==> src/rtl/mul_issue_ctrl.sv <==
// ARM7 MUL/MLA sequencer: latches operands, drives Booth_multiplier through its ready handshake,
// adds the accumulator, then holds one writeback beat until wb_ready; a hung multiplier aborts to IDLE.
module mul_issue_ctrl #(
  parameter int TIMEOUT_CYCLES = 255,
  parameter int CNT_WIDTH      = 8
) (
  input  logic        sysclk,
  input  logic        reset,
  input  logic        issue_valid,
  output logic        issue_ready,
  input  logic        issue_accumulate,
  input  logic        issue_setflags,
  input  logic [3:0]  issue_rd,
  input  logic [31:0] issue_rm,
  input  logic [31:0] issue_rs,
  input  logic [31:0] issue_rn,
  output logic        Multiplier_enable,
  output logic [31:0] Multiplier_A,
  output logic [31:0] Multiplier_B,
  input  logic [31:0] Multiplier_Result,
  input  logic        Multiplier_ready,
  output logic        wb_valid,
  input  logic        wb_ready,
  output logic [3:0]  wb_rd,
  output logic [31:0] wb_data,
  output logic        wb_flag_we,
  output logic        wb_flag_n,
  output logic        wb_flag_z,
  output logic        mul_busy,
  output logic        mul_timeout
);

  typedef enum logic [2:0] {
    IDLE,
    LAUNCH,
    WAIT_BUSY,
    WAIT_DONE,
    ACCUM,
    WRITEBACK
  } state_t;

  localparam logic [CNT_WIDTH-1:0] CNT_LAST = CNT_WIDTH'(TIMEOUT_CYCLES - 1);

  state_t               state, state_nxt;
  logic [31:0]          rm_q, rs_q, rn_q, prod_q, res_q;
  logic [3:0]           rd_q;
  logic                 acc_q, s_q, n_q, z_q;
  logic                 timeout_q;
  logic [CNT_WIDTH-1:0] cnt_q;
  logic                 cnt_expired;
  logic                 abort;
  logic [31:0]          sum;

  assign cnt_expired = (cnt_q == CNT_LAST);
  assign sum         = prod_q + (acc_q ? rn_q : 32'd0);

  always_ff @(posedge sysclk or posedge reset) begin
    if (reset) state <= IDLE;
    else       state <= state_nxt;
  end

  // Normal progress out of a wait state wins over a coincident timeout.
  always_comb begin
    state_nxt         = state;
    abort             = 1'b0;
    issue_ready       = 1'b0;
    Multiplier_enable = 1'b0;
    wb_valid          = 1'b0;
    mul_busy          = 1'b1;
    case (state)
      IDLE: begin
        issue_ready = 1'b1;
        mul_busy    = 1'b0;
        if (issue_valid) state_nxt = LAUNCH;
      end
      LAUNCH: begin
        Multiplier_enable = 1'b1;
        state_nxt         = WAIT_BUSY;
      end
      WAIT_BUSY: begin
        Multiplier_enable = 1'b1;
        if (!Multiplier_ready) state_nxt = WAIT_DONE;
        else if (cnt_expired) begin
          abort     = 1'b1;
          state_nxt = IDLE;
        end
      end
      WAIT_DONE: begin
        if (Multiplier_ready) state_nxt = ACCUM;
        else if (cnt_expired) begin
          abort     = 1'b1;
          state_nxt = IDLE;
        end
      end
      ACCUM: state_nxt = WRITEBACK;
      WRITEBACK: begin
        wb_valid = 1'b1;
        if (wb_ready) state_nxt = IDLE;
      end
      default: state_nxt = IDLE;
    endcase
  end

  always_ff @(posedge sysclk or posedge reset) begin
    if (reset) begin
      rm_q      <= '0;
      rs_q      <= '0;
      rn_q      <= '0;
      rd_q      <= '0;
      acc_q     <= 1'b0;
      s_q       <= 1'b0;
      prod_q    <= '0;
      res_q     <= '0;
      n_q       <= 1'b0;
      z_q       <= 1'b0;
      cnt_q     <= '0;
      timeout_q <= 1'b0;
    end else begin
      if (state == IDLE && issue_valid) begin
        rm_q  <= issue_rm;
        rs_q  <= issue_rs;
        rn_q  <= issue_rn;
        rd_q  <= issue_rd;
        acc_q <= issue_accumulate;
        s_q   <= issue_setflags;
      end
      if (state == LAUNCH)
        cnt_q <= '0;
      else if (state == WAIT_BUSY || state == WAIT_DONE)
        cnt_q <= cnt_q + 1'b1;
      if (state == WAIT_DONE && Multiplier_ready)
        prod_q <= Multiplier_Result;
      if (state == ACCUM) begin
        res_q <= sum;
        n_q   <= sum[31];
        z_q   <= (sum == 32'd0);
      end
      if (abort)
        timeout_q <= 1'b1;
    end
  end

  assign Multiplier_A = rm_q;
  assign Multiplier_B = rs_q;
  assign wb_rd        = rd_q;
  assign wb_data      = res_q;
  assign wb_flag_we   = s_q;
  assign wb_flag_n    = n_q;
  assign wb_flag_z    = z_q;
  assign mul_timeout  = timeout_q;

endmodule
==> config.mk <==
export PLATFORM = sky130hd
export DESIGN_NAME = mul_issue_ctrl
export DESIGN_NICKNAME = d
export VERILOG_FILES = /design/src/rtl/mul_issue_ctrl.sv
export SDC_FILE = /design/constraint.sdc
export NUM_CORES = 1
export LEC_CHECK = 0
export ABC_AREA = 1
export CAP_MARGIN = 20
export CORE_AREA = 2 2 210 109
export CTS_BUF_LIST = sky130_fd_sc_hd__clkbuf_8
export DETAILED_ROUTE_END_ITERATION = 10
export DIE_AREA = 0 0 212 111
export PLACE_DENSITY = 0.77
export SKIP_LAST_GASP = 1
export SLEW_MARGIN = 20
export SYNTH_ARGS = -nofsm -noshare
export SYNTH_HDL_FRONTEND = slang
export SYNTH_SLANG_ARGS = --single-unit
==> constraint.sdc <==
create_clock -name sysclk -period 6.3 [get_ports sysclk]
set_input_delay 1.26 -clock sysclk [delete_from_list [all_inputs] [get_ports sysclk]]
set_output_delay 1.26 -clock sysclk [all_outputs]
set_load 0.02 [all_outputs]
==> metrics.yaml, run 1 <==
logic_synthesis:
  async_flop_share_pct: 100.0
  synth_common_cells: "nand2_1 (313), dfrtp_1 (179), inv_1 (166)"
  synth_top_cell_area_share_pct: 45.84
  synth_edf_count: 0
  postSynthAreaPerCell_sq_um: 8.802
  syn_inst: 1110
  synth-main-ff-cell: "dfrtp_1"
  synth_area_sq_um: 9771
  syn-num-nets: 1283
  synth_cell_type_count: 37
  synth_area_leaders: "dfrtp_1 (46%), mux2_2 (15%), nand2_1 (12%)"
  ys_seq_elements: 179
  synth.most_common_cell: "nand2_1"
  yosys_warnings: 0
  ys_seq_area_share_pct: 45.84
  synth_largest_area_cell: "dfrtp_1"
global_route:
  grt_pass1_vias: 7877
  antenna_found_initial: 2
  grt_max_degree: 88
  grt_pass1_wl_mm: 43.96
  grt.total_usage_pct: 25.18
  gr-total-overflow: 0
place:
  dpl_cell_area_sq_um: 12510
  io_buffers: 246
  gp_congestion: 0.9207
  placed_cells: 1643
  dpl.hpwl_mm: 22.54
setup_path:
  cp.required_ps: 5040
  slowest_delay_ps: 600
  worstSetupEndpointType: "primary output"
  crit_path_start_kind: "flip-flop"
  setup.worst_path.class: "flip-flop to primary output"
  cpMaxStageDelayCell: "clkdlybuf4s50_1"
  reg2reg_from: "acc_q"
  worst-path-buf-inv: 2
  rrSetupSlack_ps: 3220
  reg2reg_depth: 21
  crit_chain: "nor3_1 -> inv_1 -> nand2_1 -> clkdlybuf4s50_1"
  crit_family: "buffers and inverters"
  crit_fanout: 7
  reg2reg_to: "wb_flag_z"
  arrival_ps: 2180
sta:
  setup_viol: 0
  hold_viol: 0
  fin_skew_ps: 16.25
  finalCritPeriodShare_pct: 54.62
  fin_crit_ps: 3441
  max_slew_margin_pct: 37.06
  tns_ps: 0
  slew_violations: 0
  max_freq_ghz: 0.2906
  grt_setup_unrepaired: "false"
  max_slew.worst_pin.slew_ps: 944.0
  hold_ws_ps: 490.5
die:
  die_w_um: 212
  ios: 247
  die_h_um: 111
  initial_utilization_pct: 44.40
  rows: 39
  dieArea_sq_um: 23530
  fp.coreArea_sq_um: 22010
final_layout:
  drive_above_1_share_pct: 16.39
  syn_to_final_growth_pct: 32.45
  finalInstanceArea_sq_um: 12940
  stdcell_count: 1675
  nFillCells: 1941
  nets: 1528
detailed_routing:
  drc: 0
  num_vias: 8135
  via_per_inst: 4.857
  drtIter0Drc: 680
  routedWlPerCell_um: 16.79
  wl_mm: 28.12
  drt-pass1-iter-count: 5
  antenna_left: 0
cts:
  insertion_delay_ps: 500
  cts.sinks: 179
  cts-resized-gates: 0
  cts_hold_buf: 0
  clk_pin_slew_ps: 100
  cts_buffer_depth: 2
  clk_root_buffer_cell: "clkbuf_8"
  post_cts_buffers: 0
  cts_max_level: 4
  cts_tree: "built"
  cts_buffers: 17
min_path:
  hold_depth: 1
  worstHoldStart: "mul_timeout"
  min_to: "mul_timeout"
  hold_path_class: "flip-flop to flip-flop"
outcome:
  status: "completed"
job:
  max-cap-violations: 0
power:
  p_per_area_nw_per_um2: 579.9
  p_leak_nw: 6.348
  irDropWorstVdd_mv: 0.3037
[metrics by stage]
| stage | setup slack (ps) | utilization, % | power [mW] |
|---|---|---|---|
| 2_1_floorplan | 181.4 | - | 4.912 |
| 3_3_place_gp | 2738 | 56.83 | 6.493 |
| 3_5_place_dp | 2752 | 56.83 | 6.589 |
| 4_1_cts | 2818 | 58.79 | 7.481 |
| 5_1_grt | 2714 | 58.79 | 8.056 |
| 6_report | 2859 | 58.80 | 7.504 |
[how the worst max path moves through the flow]
stage | startpoint | to | slack [ps] | depth (start not counted)
6_report | state[2] | Multiplier_enable | 2860 | 4
5_1_grt | state[2] | Multiplier_enable | 2710 | 4
4_1_cts | state[2] | Multiplier_enable | 2820 | 4
3_5_place_dp | issue_valid | Multiplier_B[29] | 2750 | 4
3_3_place_gp | issue_valid | Multiplier_A[0] | 2740 | 4
2_1_floorplan | reset | Multiplier_A[0] | 180 | 1
[flip-flops by register name, summed over array words and instances (netlist names)]
name,cells
cnt_q,8
Multiplier_B,32
prod_q,32
wb_rd,4
Multiplier_A,32
wb_flag_we,1
acc_q,1
wb_flag_z,1
rn_q,32
state,3
mul_timeout,1
wb_data,32
[layout by cell type, fill, tap and decap left out, drive strengths merged, types with 2 or more instances in the layout]
cell / n
xnor2: 3
o21ai: 19
dfrtp: 179
mux2: 133
bufinv: 3
a31oi: 16
clkbuf: 17
nand2: 329
a21oi: 26
ha: 33
clkdlybuf4s50: 246
o21bai: 4
nor2: 83
clkinv: 6
buf: 6
nand3b: 6
nand4: 10
inv: 184
clkinvlp: 2
nor3: 14
xor2: 6
nand3: 35
[per-layer routing]
layer / GRT usage (%) / vias up / routed length (um)
li1: - / 3985 / -
met1: 40.55 / 3851 / 14730
met2: 30.99 / 276 / 10320
met3: 9.178 / 21 / 2771
met4: 5.587 / 2 / 284
met5: 0 / - / 13
[final cells by class]
class	instances	area [sq um]	share of cell area (%)
flip-flops and latches	179	4479	34.61
inverters	181	684.4	5.289
diodes	1	2.502	0.01934
clock inverters	14	198.9	1.537
multi-input cells	724	4451	34.39
repair buffers	252	2507	19.38
clock buffers	17	234.0	1.808
well taps	307	384.1	2.968
[worst reg2reg max path: stages, from the launching register on]
cell,delay (ps)
dfrtp_1,330
buf_4,350
nand2_1,120
inv_1,70
ha_1,180
inv_1,60
fa_1,400
inv_1,140
nand3_1,110
nand2_1,140
nand2_1,80
nand2_2,100
nand2_2,70
nand2_2,80
nand2_1,70
nand2_1,80
nand2_1,50
nand2_1,160
nand3_1,110
nor2_1,130
nand3_1,130
nand2_1,80
[power by group]
group / switching, mW / internal, mW / total [mW] / leakage [nW]
logic: 2.71 / 1.88 / 4.59 / 4.00
registers: 0.338 / 1.71 / 2.05 / 2.14
clock network: 0.458 / 0.404 / 0.862 / 0.214
total: 3.51 / 4.00 / 7.50 / 6.35
[kinds of logic (layout without fill, tap and decap cells)]
group	count (synthesis)	count (layout)	synth area share (%)
xor gates and xnor gates	9	9	0.8068
other	0	1	0
AOI/OAI and AO/OA	68	68	3.932
adders and majority gates	34	34	4.431
buffers and inverters	207	464	8.708
DFF	179	179	45.84
and+or+nand+nor	480	480	20.95
muxes	133	133	15.33
(Power assumes the default switching activity.)
==> inputs of run 2 (changes only) <==
Settings changed: CORE_AREA 2 2 210 109 to 2 2 199 103, DIE_AREA 0 0 212 111 to 0 0 201 105, PLACE_DENSITY 0.77 to 0.82.
Clock period 6.3 ns to 3.3 ns, I/O delays scaled along.
==> metrics.yaml, run 2 (synthesis gave the netlist of run 1 again) <==
global_route:
  antenna_found_initial: 0
  met1_usage_pct: 33.13
  grt_pass1_wl_mm: 42.09
  grt.total_usage_pct: 25.19
  gr-total-overflow: 0
  grt_pass1_vias: 8354
  grt-busiest-layer: "met2"
  use_met3_pct: 7.205
  grt_max_degree: 124
  grt_use_met2_pct: 41.23
sta:
  tns_ps: 0
  fin_crit_ps: 2946
  slew_violations: 0
  finalCritPeriodShare_pct: 89.27
  max_slew.worst_pin.slew_ps: 866.9
  max_slew_margin_pct: 42.14
  hold_viol: 0
  setup_viol: 0
  max_freq_ghz: 0.3394
  setup_slack_ps: 354.0
  grt_setup_unrepaired: "false"
  fin_skew_ps: 18.35
cts:
  insertion_delay_ps: 490
  clk_pin_slew_ps: 110
  cts_hold_buf: 0
  post_cts_buffers: 0
  clk_root_buffer_cell: "clkbuf_8"
  cts_max_level: 4
  cts-resized-gates: 0
  cts_buffers: 17
  cts_buffer_depth: 2
  cts_tree: "built"
  cts.sinks: 179
detailed_routing:
  via_per_inst: 4.944
  antenna_left: 0
  num_vias: 8089
  routedWlPerCell_um: 15.63
  drc: 0
  wl_mm: 25.56
  drtIter0Drc: 466
  drt-pass1-iter-count: 5
place:
  gp_congestion: 0.9584
  io_buffers: 246
  dpl.hpwl_mm: 20.28
  placed_cells: 1604
  pre_cts_ws_ps: 403.4
min_path:
  worstHoldStart: "wb_data[11]"
  min_to: "wb_data[11]"
  hold_depth: 2
  hold_path_class: "flip-flop to flip-flop"
final_layout:
  layout_commonest_cell: "nand2_1"
  antenna_cells: 0
  nFillCells: 1558
  utilization_pct: 67.30
  drive_above_1_share_pct: 16.57
  nets: 1530
  stdcell_count: 1636
  final_cell_mix: "nand2_1 (312), clkdlybuf4s50_1 (246), dfrtp_1 (179), inv_1 (165), mux2_2 (133)"
  syn_to_final_growth_pct: 32.48
setup_path:
  crit_path_start_kind: "flip-flop"
  reg2reg_from: "acc_q"
  slowest_delay_ps: 730
  arrival_ps: 3360
  crit_top_cell: "nand2_1"
  rrSetupSlack_ps: 350
  cp.required_ps: 3720
  crit_fanout: 19
  crit_chain: "nand2_1 -> inv_1 -> ha_1 -> inv_1 -> fa_1 -> inv_1 -> nand3_1 -> nand2_1 -> nand2_1 -> nand2_2 -> nand2_2 -> nand2_2 -> nand2_1 -> nand2_1 -> nand2_1 -> nand2_1 -> nand3_1 -> nor2_1 -> nand3_1 -> nand2_1"
  reg2reg_depth: 20
  setup.worst_path.class: "flip-flop to flip-flop"
  reg2reg_to: "wb_flag_z"
  cpMaxStageDelayCell: "dfrtp_1"
  worstSetupEndpointType: "flip-flop"
die:
  initial_utilization_pct: 50.80
  rows: 36
  fp.coreArea_sq_um: 19230
  die_w_um: 201
  ios: 247
  dieArea_sq_um: 21110
  die_h_um: 105
power:
  p_leak_nw: 6.379
  p_per_area_nw_per_um2: 1090
  irDropWorstVdd_mv: 0.6392
outcome:
  status: "completed"
job:
  max-cap-violations: 0
==> run 2: changes by cell type in the layout (fill, tap and decap cells not counted) <==
cell        previous run  this run
clkinv_4               0         2
clkbuf_8              17        19
clkinvlp_4             2         1
clkinv_8               2         1
clkinv_2               2         1
diode_2                1         0
buf_12                 0         2
==> run 2: critical path: cells and delay by family, from the launching register on <==
family	cells	cell delay, ps
fa+ha+maj	2	610
buf+inv	3	280
flops	1	730
simple gates	15	1270
==> run 2: area by class of cell <==
type,instances,area (sq um),area share (%)
clock buffer,19,261.5,2.020
inverter,181,683.2,5.278
timing repair buffer,254,2547,19.68
multi-input combinational,724,4451,34.38
clock inverter,13,188.9,1.460
tap,266,332.8,2.571
sequential,179,4479,34.61
==> run 2: power breakdown <==
| group | total [mW] | internal (mW) | leakage, nW | switching [mW] |
|---|---|---|---|---|
| Clock | 1.73 | 0.820 | 0.230 | 0.910 |
| Sequential | 3.90 | 3.27 | 2.14 | 0.628 |
| Combinational | 8.48 | 3.60 | 4.01 | 4.88 |
==> run 2: per-layer routing <==
metal | vias to the layer above | wire (um)
met5 | - | 0
met3 | 31 | 1892
li1 | 3997 | -
met1 | 3835 | 11660
met4 | 0 | 376
met2 | 226 | 11630
==> run 2: how the worst max path moves through the flow <==
stage | from | end | slack [ps] | cells after the start
after floorplan | reset | Multiplier_A[0] | 350 | 1
after global placement | acc_q | wb_flag_z | 510 | 20
after detailed placement | acc_q | wb_flag_z | 400 | 20
after CTS | acc_q | wb_flag_z | 360 | 20
after global routing | acc_q | wb_flag_z | 8 | 20
final | acc_q | wb_flag_z | 350 | 20
==> run 2: through the flow <==
step           instance area, sq um  hold WS (ps)  total power [mW]
6_report                      12940         486.5             14.11
5_1_grt                       12940         523.6             15.17
4_1_cts                       12940         493.3             14.09
3_5_place_dp                  12490         471.7             12.34
3_3_place_gp                  12490         462.8             12.12
2_1_floorplan                  9774         454.9             9.378
==> inputs of run 3 (changes only) <==
Settings changed: CAP_MARGIN 20 to default.
==> results of run 3 <==
Final layout, timing and power as in run 2 (identical DEF).
